### config.mk
export PLATFORM = sky130hd
export DESIGN_NAME = lcd_bus_ctrl_flat
export DESIGN_NICKNAME = d
export VERILOG_FILES = /design/src/rtl/lcd_bus_ctrl_if.sv /design/src/rtl/lcd_bus_ctrl.sv /design/src/flat_wrapper.sv
export SDC_FILE = /design/constraint.sdc
export NUM_CORES = 1
export LEC_CHECK = 0
export ABC_AREA = 1
export CAP_MARGIN = 10
export CORE_MARGIN = 1
export CORE_UTILIZATION = 40
export DETAILED_ROUTE_END_ITERATION = 10
export MAX_ROUTING_LAYER = met4
export PLACE_DENSITY_LB_ADDON = 0.08
export SYNTH_ARGS = -nofsm -noshare
export SYNTH_HDL_FRONTEND = slang
export SYNTH_SLANG_ARGS = --single-unit
### constraint.sdc
create_clock -name sysclk -period 4.35 [get_ports sysclk]
set_clock_uncertainty 0.05 [all_clocks]
set_input_delay 0.435 -clock sysclk [delete_from_list [all_inputs] [get_ports sysclk]]
set_output_delay 0.435 -clock sysclk [all_outputs]
set_load 0.01 [all_outputs]
### src/rtl/lcd_bus_ctrl_if.sv
// Request handshake, status flags and PmodCLP pin bundle for lcd_bus_ctrl.
// The requester uses the master view and the bus sequencer uses the slave view.
interface lcd_bus_ctrl_if;
  logic       req_valid;
  logic       req_ready;
  logic       req_rs;
  logic [7:0] req_data;
  logic       busy;
  logic       done;
  logic [7:0] lcd_d;
  logic       lcd_rs;
  logic       lcd_rw;
  logic       lcd_e;

  modport master (
    output req_valid, req_rs, req_data,
    input  req_ready, busy, done, lcd_d, lcd_rs, lcd_rw, lcd_e
  );

  modport slave (
    input  req_valid, req_rs, req_data,
    output req_ready, busy, done, lcd_d, lcd_rs, lcd_rw, lcd_e
  );
endinterface

### src/rtl/lcd_bus_ctrl.sv
// Write-only HD44780 bus sequencer: power-up hold-off, RS/D setup, E strobe,
// data hold and controller execution wait, all timed by one down-counter.

module lcd_bus_ctrl_chk #(
  parameter int unsigned T_PWRUP     = 32'd1500000,
  parameter int unsigned T_AS        = 32'd10,
  parameter int unsigned T_PW        = 32'd50,
  parameter int unsigned T_H         = 32'd10,
  parameter int unsigned T_EXEC      = 32'd4000,
  parameter int unsigned T_EXEC_LONG = 32'd164000,
  parameter int unsigned CNT_W       = 32'd21
) (
  input logic i_clk
);
  localparam logic [63:0] C_MAX = (64'd1 << CNT_W) - 64'd1;

  localparam bit C_OK =
    (T_PWRUP     >= 32'd1) && (64'(T_PWRUP)     <= C_MAX) &&
    (T_AS        >= 32'd1) && (64'(T_AS)        <= C_MAX) &&
    (T_PW        >= 32'd1) && (64'(T_PW)        <= C_MAX) &&
    (T_H         >= 32'd1) && (64'(T_H)         <= C_MAX) &&
    (T_EXEC      >= 32'd1) && (64'(T_EXEC)      <= C_MAX) &&
    (T_EXEC_LONG >= 32'd1) && (64'(T_EXEC_LONG) <= C_MAX);

  a_params_fit: assert property (@(posedge i_clk) C_OK)
    else $error("lcd_bus_ctrl: a timing parameter is zero or does not fit in CNT_W bits");
endmodule

module lcd_bus_ctrl #(
  parameter int unsigned T_PWRUP     = 32'd1500000,
  parameter int unsigned T_AS        = 32'd10,
  parameter int unsigned T_PW        = 32'd50,
  parameter int unsigned T_H         = 32'd10,
  parameter int unsigned T_EXEC      = 32'd4000,
  parameter int unsigned T_EXEC_LONG = 32'd164000,
  parameter int unsigned CNT_W       = 32'd21
) (
  input logic           sysclk,
  input logic           sysreset,
  lcd_bus_ctrl_if.slave bus
);

  typedef enum logic [2:0] {
    ST_PWRUP  = 3'd0,
    ST_IDLE   = 3'd1,
    ST_SETUP  = 3'd2,
    ST_ENABLE = 3'd3,
    ST_HOLD   = 3'd4,
    ST_EXEC   = 3'd5
  } state_t;

  // Counter is loaded with T-1 on entry so each state lasts exactly T cycles.
  localparam logic [CNT_W-1:0] C_PWRUP     = CNT_W'(T_PWRUP - 32'd1);
  localparam logic [CNT_W-1:0] C_AS        = CNT_W'(T_AS - 32'd1);
  localparam logic [CNT_W-1:0] C_PW        = CNT_W'(T_PW - 32'd1);
  localparam logic [CNT_W-1:0] C_H         = CNT_W'(T_H - 32'd1);
  localparam logic [CNT_W-1:0] C_EXEC      = CNT_W'(T_EXEC - 32'd1);
  localparam logic [CNT_W-1:0] C_EXEC_LONG = CNT_W'(T_EXEC_LONG - 32'd1);
  localparam logic [CNT_W-1:0] C_ZERO      = CNT_W'(32'd0);
  localparam logic [CNT_W-1:0] C_ONE       = CNT_W'(32'd1);

  state_t           r_state;
  logic [CNT_W-1:0] r_cnt;
  logic             r_ready;
  logic             r_busy;
  logic             r_done;
  logic             r_lcd_e;
  logic             r_lcd_rs;
  logic [7:0]       r_lcd_d;

  logic             w_cnt_zero;
  logic [CNT_W-1:0] w_exec_load;

  // Clear display (0x01) and return home (0x02/0x03) need the long execution wait.
  function automatic logic is_clear_home(input logic rs, input logic [7:0] d);
    return (rs == 1'b0) && ((d == 8'h01) || (d == 8'h02) || (d == 8'h03));
  endfunction

  assign w_cnt_zero = (r_cnt == C_ZERO);

  // Execution wait length chosen from the byte latched at accept time.
  always_comb begin
    w_exec_load = C_EXEC;
    if (is_clear_home(r_lcd_rs, r_lcd_d)) begin
      w_exec_load = C_EXEC_LONG;
    end else begin
      w_exec_load = C_EXEC;
    end
  end

  // Sequencer FSM with registered bus and handshake outputs.
  always_ff @(posedge sysclk) begin
    if (sysreset) begin
      r_state  <= ST_PWRUP;
      r_cnt    <= C_PWRUP;
      r_ready  <= 1'b0;
      r_busy   <= 1'b1;
      r_done   <= 1'b0;
      r_lcd_e  <= 1'b0;
      r_lcd_rs <= 1'b0;
      r_lcd_d  <= 8'h00;
    end else begin
      r_done <= 1'b0;
      case (r_state)
        ST_PWRUP: begin
          if (w_cnt_zero) begin
            r_state <= ST_IDLE;
            r_ready <= 1'b1;
            r_busy  <= 1'b0;
          end else begin
            r_cnt <= r_cnt - C_ONE;
          end
        end
        ST_IDLE: begin
          if (bus.req_valid) begin
            r_state  <= ST_SETUP;
            r_cnt    <= C_AS;
            r_ready  <= 1'b0;
            r_busy   <= 1'b1;
            r_lcd_rs <= bus.req_rs;
            r_lcd_d  <= bus.req_data;
          end else begin
            r_ready <= 1'b1;
            r_busy  <= 1'b0;
          end
        end
        ST_SETUP: begin
          if (w_cnt_zero) begin
            r_state <= ST_ENABLE;
            r_cnt   <= C_PW;
            r_lcd_e <= 1'b1;
          end else begin
            r_cnt <= r_cnt - C_ONE;
          end
        end
        ST_ENABLE: begin
          if (w_cnt_zero) begin
            r_state <= ST_HOLD;
            r_cnt   <= C_H;
            r_lcd_e <= 1'b0;
          end else begin
            r_cnt <= r_cnt - C_ONE;
          end
        end
        ST_HOLD: begin
          if (w_cnt_zero) begin
            r_state <= ST_EXEC;
            r_cnt   <= w_exec_load;
          end else begin
            r_cnt <= r_cnt - C_ONE;
          end
        end
        ST_EXEC: begin
          if (w_cnt_zero) begin
            r_state <= ST_IDLE;
            r_ready <= 1'b1;
            r_busy  <= 1'b0;
            r_done  <= 1'b1;
          end else begin
            r_cnt <= r_cnt - C_ONE;
          end
        end
        default: begin
          r_state <= ST_PWRUP;
          r_cnt   <= C_PWRUP;
          r_ready <= 1'b0;
          r_busy  <= 1'b1;
          r_lcd_e <= 1'b0;
        end
      endcase
    end
  end

  assign bus.req_ready = r_ready;
  assign bus.busy      = r_busy;
  assign bus.done      = r_done;
  assign bus.lcd_e     = r_lcd_e;
  assign bus.lcd_rs    = r_lcd_rs;
  assign bus.lcd_d     = r_lcd_d;
  assign bus.lcd_rw    = 1'b0;

  lcd_bus_ctrl_chk #(
    .T_PWRUP     (T_PWRUP),
    .T_AS        (T_AS),
    .T_PW        (T_PW),
    .T_H         (T_H),
    .T_EXEC      (T_EXEC),
    .T_EXEC_LONG (T_EXEC_LONG),
    .CNT_W       (CNT_W)
  ) u_chk (
    .i_clk (sysclk)
  );

endmodule

### src/flat_wrapper.sv
// flat-port wrapper written by rule: the top's interface ports become plain ports
module lcd_bus_ctrl_flat 
#(
  parameter int unsigned T_PWRUP     = 32'd1500000,
  parameter int unsigned T_AS        = 32'd10,
  parameter int unsigned T_PW        = 32'd50,
  parameter int unsigned T_H         = 32'd10,
  parameter int unsigned T_EXEC      = 32'd4000,
  parameter int unsigned T_EXEC_LONG = 32'd164000,
  parameter int unsigned CNT_W       = 32'd21
)
  (sysclk, sysreset, bus_req_valid, bus_req_rs, bus_req_data, bus_req_ready, bus_busy, bus_done, bus_lcd_d, bus_lcd_rs, bus_lcd_rw, bus_lcd_e);
  lcd_bus_ctrl_if bus_i ();
  input logic sysclk;
  input logic sysreset;
  input wire logic [$bits(bus_i.req_valid)-1:0] bus_req_valid;
  input wire logic [$bits(bus_i.req_rs)-1:0] bus_req_rs;
  input wire logic [$bits(bus_i.req_data)-1:0] bus_req_data;
  output wire logic [$bits(bus_i.req_ready)-1:0] bus_req_ready;
  output wire logic [$bits(bus_i.busy)-1:0] bus_busy;
  output wire logic [$bits(bus_i.done)-1:0] bus_done;
  output wire logic [$bits(bus_i.lcd_d)-1:0] bus_lcd_d;
  output wire logic [$bits(bus_i.lcd_rs)-1:0] bus_lcd_rs;
  output wire logic [$bits(bus_i.lcd_rw)-1:0] bus_lcd_rw;
  output wire logic [$bits(bus_i.lcd_e)-1:0] bus_lcd_e;
  assign bus_i.req_valid = bus_req_valid;
  assign bus_i.req_rs = bus_req_rs;
  assign bus_i.req_data = bus_req_data;
  assign bus_req_ready = bus_i.req_ready;
  assign bus_busy = bus_i.busy;
  assign bus_done = bus_i.done;
  assign bus_lcd_d = bus_i.lcd_d;
  assign bus_lcd_rs = bus_i.lcd_rs;
  assign bus_lcd_rw = bus_i.lcd_rw;
  assign bus_lcd_e = bus_i.lcd_e;
  lcd_bus_ctrl #(.T_PWRUP(T_PWRUP), .T_AS(T_AS), .T_PW(T_PW), .T_H(T_H), .T_EXEC(T_EXEC), .T_EXEC_LONG(T_EXEC_LONG), .CNT_W(CNT_W)) u_core (.sysclk(sysclk), .sysreset(sysreset), .bus(bus_i));
endmodule
==> out/results.txt <==
Final std cells w/o fill - 473
CTS buffer count - 5
Min-Delay Path Class - flop to flop
Num rows - 27
CP Buf/Inv Count - 0
DP Area - 2600 um^2
Worst Setup Start Kind - flop
Setup repair bufs after CTS - 0
Setup tns final - 0 ns
Syn_nets - 393
CP Data Required Time - 4.48 ns
Synth Instances - 379
Initial core utilization - 42.0%
Die Ht - 78.5 um
Detailed-route wire length per cell - 12.7 um
Slew margin rel. - 53.5%
Final Hold Fails - 0
CP max stage delay - 0.43 ns
Post-synth EDFFs - 0
RePlAce Congestion - 0.978
Reg clk slew, reported paths - 0.08 ns
Hold_buf cts - 0
Crit path time final - 2.23 ns
Count leader, synth - nand2_1
CP arrival - 2.36 ns
Largest delay share family, worst path - simple AND/OR/NAND/NOR gates
Core Util, Final - 48.4%
Internal power - 788 uW
Area Growth Syn to Fin - 15.3%
Cell depth of the worst setup path - 10
I/O Buffers - 24
Fmax - 0.448 GHz
Core area - 5570 um^2
Proportion of layout cells with a drive suffix above 1 - 7.98%
DRC violation count after routing - 0
Final wirelength - 6020 um
Syn avg cell area - 6.18 um^2
Max IR drop VDD - 0.229 mV
Die Wd - 78.5 um
Setup violators final - 0
Final net count - 414
1st-iter DRT viols - 274
Via density - 5.05
Critical Path Sink - u_core.r_cnt[8]$_SDFFE_PP1P_
Most Frequent Cell on Critical Path - nand2_1
Part of the Yosys area used for sequential elements - 31.6%
Mapped Area - 2340 um^2
Area leader, netlist - dfxtp_1
GR Overflow Total - 0
Multi-input logic area - 1360 um^2
Crit end category - flop
Top-area cell type share of the netlist area - 31.6%
Pwr dens - 525 nW/um^2
Worst Setup SP - u_core.r_cnt[10]$_SDFFE_PP0P_
CTS sink count - 37
Setup Crit Path Kind - flop to flop
Antenna violations before repair - 0
N_diodes - 0
Clk pwr share - 19.1%
Top post-synthesis cells by count - 109 x nand2_1, 61 x nor2_1, 40 x inv_1
Total GRT Usage - 21.6%
Max-cap viol count - 0
Antenna viol nets, final - 0
H-tree levels - 2
Placed instance count - 465
Synth Warn # - 0
Final slew viol count - 0
Vias - 2390
RR Startpoint - u_core.r_cnt[10]$_SDFFE_PP0P_
Net Sw Frac - 44.4%
Netlist cell types - 34
Top post-synthesis cells by area - dfxtp_1 32%, nand2_1 17%, nor2_1 9.8%
Post-cts gate resize count - 0
Ys async rst share - 0%
Status - complete, no violations
Final setup margin - 2.12 ns
Place WS - 2.03 ns
Register area - 741 um^2
Crit path cell chain - nor2_2, nand2_1, nor2_2, nand3_2, nand2_1, nand2_1, nor2_1, nor2_1, nor2_1, nand2_1
Post-route design area - 2700 um^2
Sequential power share - 33.7%
Synthesized flop and latch total - 37
Largest net degree at the start of global routing - 26
First-pass GRT wire length - 10100 um
Skew-Pair Late Insertion Delay - 0.29 ns
Slowest CP cell - nor2_2
Sw Pwr - 628 uW
RSZ-0062 raised after global routing - false
Vias in the first global route - 2027
Lkg Pwr - 1.26 nW
Die area - 6160 um^2
Reg2Reg Capture Point - u_core.r_cnt[8]$_SDFFE_PP1P_
I/O pin cnt - 26
CTS tree - done
Fill count - 601
Tcrit/Tclk final - 51.3%
Root Driver - clkbuf_8
Cell depth of the worst flop-to-flop path - 10
Worst-path fanout max - 11
Maximum clock insertion buffer count - 2
Logic pwr share - 47.2%
Worst reg-to-reg setup slack - 2.12 ns
DP Wirelength - 4440 um
First-pass DRT Iterations - 5
Slew @ Worst Pin - 0.697 ns
Ys flop type - dfxtp_1
## worst min-delay path, cell delays in order (launching register included)
cell	delay [ns]
dfxtp_1	0.32
nand2_1	0.06
a21oi_1	0.05
## cell usage in the layout, fill, tap and decap left out, types with 2 or more instances in the layout
cell / instances
a21o_1: 2
a21oi_1: 18
clkbuf_8: 7
clkdlybuf4s50_1: 24
dfxtp_1: 37
ha_1: 2
inv_1: 40
inv_2: 4
nand2_1: 109
nand2_2: 5
nand3_1: 34
nand3_2: 2
nand3b_1: 2
nand4_1: 4
nor2_1: 61
nor2_2: 7
nor3_1: 2
o21ai_0: 17
o21ai_1: 6
xor2_1: 6
## layer usage
layer,vias to the layer above,global-route usage [%],part of all wire (%)
li1,1237,-,-
met1,1073,32.6,54
met2,76,29.1,41
met3,4,3.95,4.8
met4,0,5.19,0.73
met5,-,-,0
## power groups by stage
stage / sequential [mW] / clock (mW) / combinational [mW]
finish: 0.477 / 0.271 / 0.668
global route: 0.488 / 0.297 / 0.765
CTS: 0.476 / 0.278 / 0.665
detailed placement: 0.482 / 0 / 0.663
global placement: 0.483 / 0 / 0.669
floorplan: 0.479 / 0 / 0.492
## worst min path at each step
stage	slack (ns)	startpoint	cells past startpoint	to
2_1_floorplan	0.39	u_core.r_cnt[1]$_SDFFE_PP1P_	2	u_core.r_cnt[1]$_SDFFE_PP1P_
5_1_grt	0.45	u_core.r_cnt[1]$_SDFFE_PP1P_	2	u_core.r_cnt[1]$_SDFFE_PP1P_
3_3_place_gp	0.41	u_core.r_cnt[1]$_SDFFE_PP1P_	2	u_core.r_cnt[1]$_SDFFE_PP1P_
4_1_cts	0.42	u_core.bus.lcd_e$_SDFFE_PP0P_	2	u_core.bus.lcd_e$_SDFFE_PP0P_
3_5_place_dp	0.41	u_core.bus.lcd_e$_SDFFE_PP0P_	2	u_core.bus.lcd_e$_SDFFE_PP0P_
6_report	0.42	u_core.bus.lcd_e$_SDFFE_PP0P_	2	u_core.bus.lcd_e$_SDFFE_PP0P_
## cell families after synthesis
family | Yosys count | synth area share (%)
buffers and inverters | 54 | 10.2
other | 1 | 0.160
XOR/XNOR | 7 | 2.62
flip-flops | 37 | 31.6
AO/OA/AOI/OAI | 48 | 11.1
adder cells (fa/ha/maj) | 2 | 1.07
AND/OR/NAND/NOR | 230 | 43.2
## state kept, by name, summed over array words and instances, names as in the netlist
name / cells
u_core.r_cnt: 21
u_core.bus.lcd_d: 8
u_core.r_state: 3
u_core.bus.busy: 1
u_core.bus.done: 1
u_core.bus.lcd_e: 1
u_core.bus.lcd_rs: 1
u_core.bus.req_ready: 1
## metrics by stage
stage,hold slack (ns),power (mW)
after floorplan,0.392,0.971
after global routing,0.446,1.55
final,0.419,1.42
after CTS,0.424,1.42
after detailed placement,0.411,1.15
after global placement,0.412,1.15
## layout make-up
class                   count  share of cell area (%)
clock buffers               7                    3.57
repair buffers             24                    8.90
clock inverters             1                   0.185
flip-flops and latches     37                    27.4
multi-input cells         288                    50.4
inverters                  44                    6.12
well taps                  72                    3.34
Note: power is estimated with default switching activity, not from simulation.
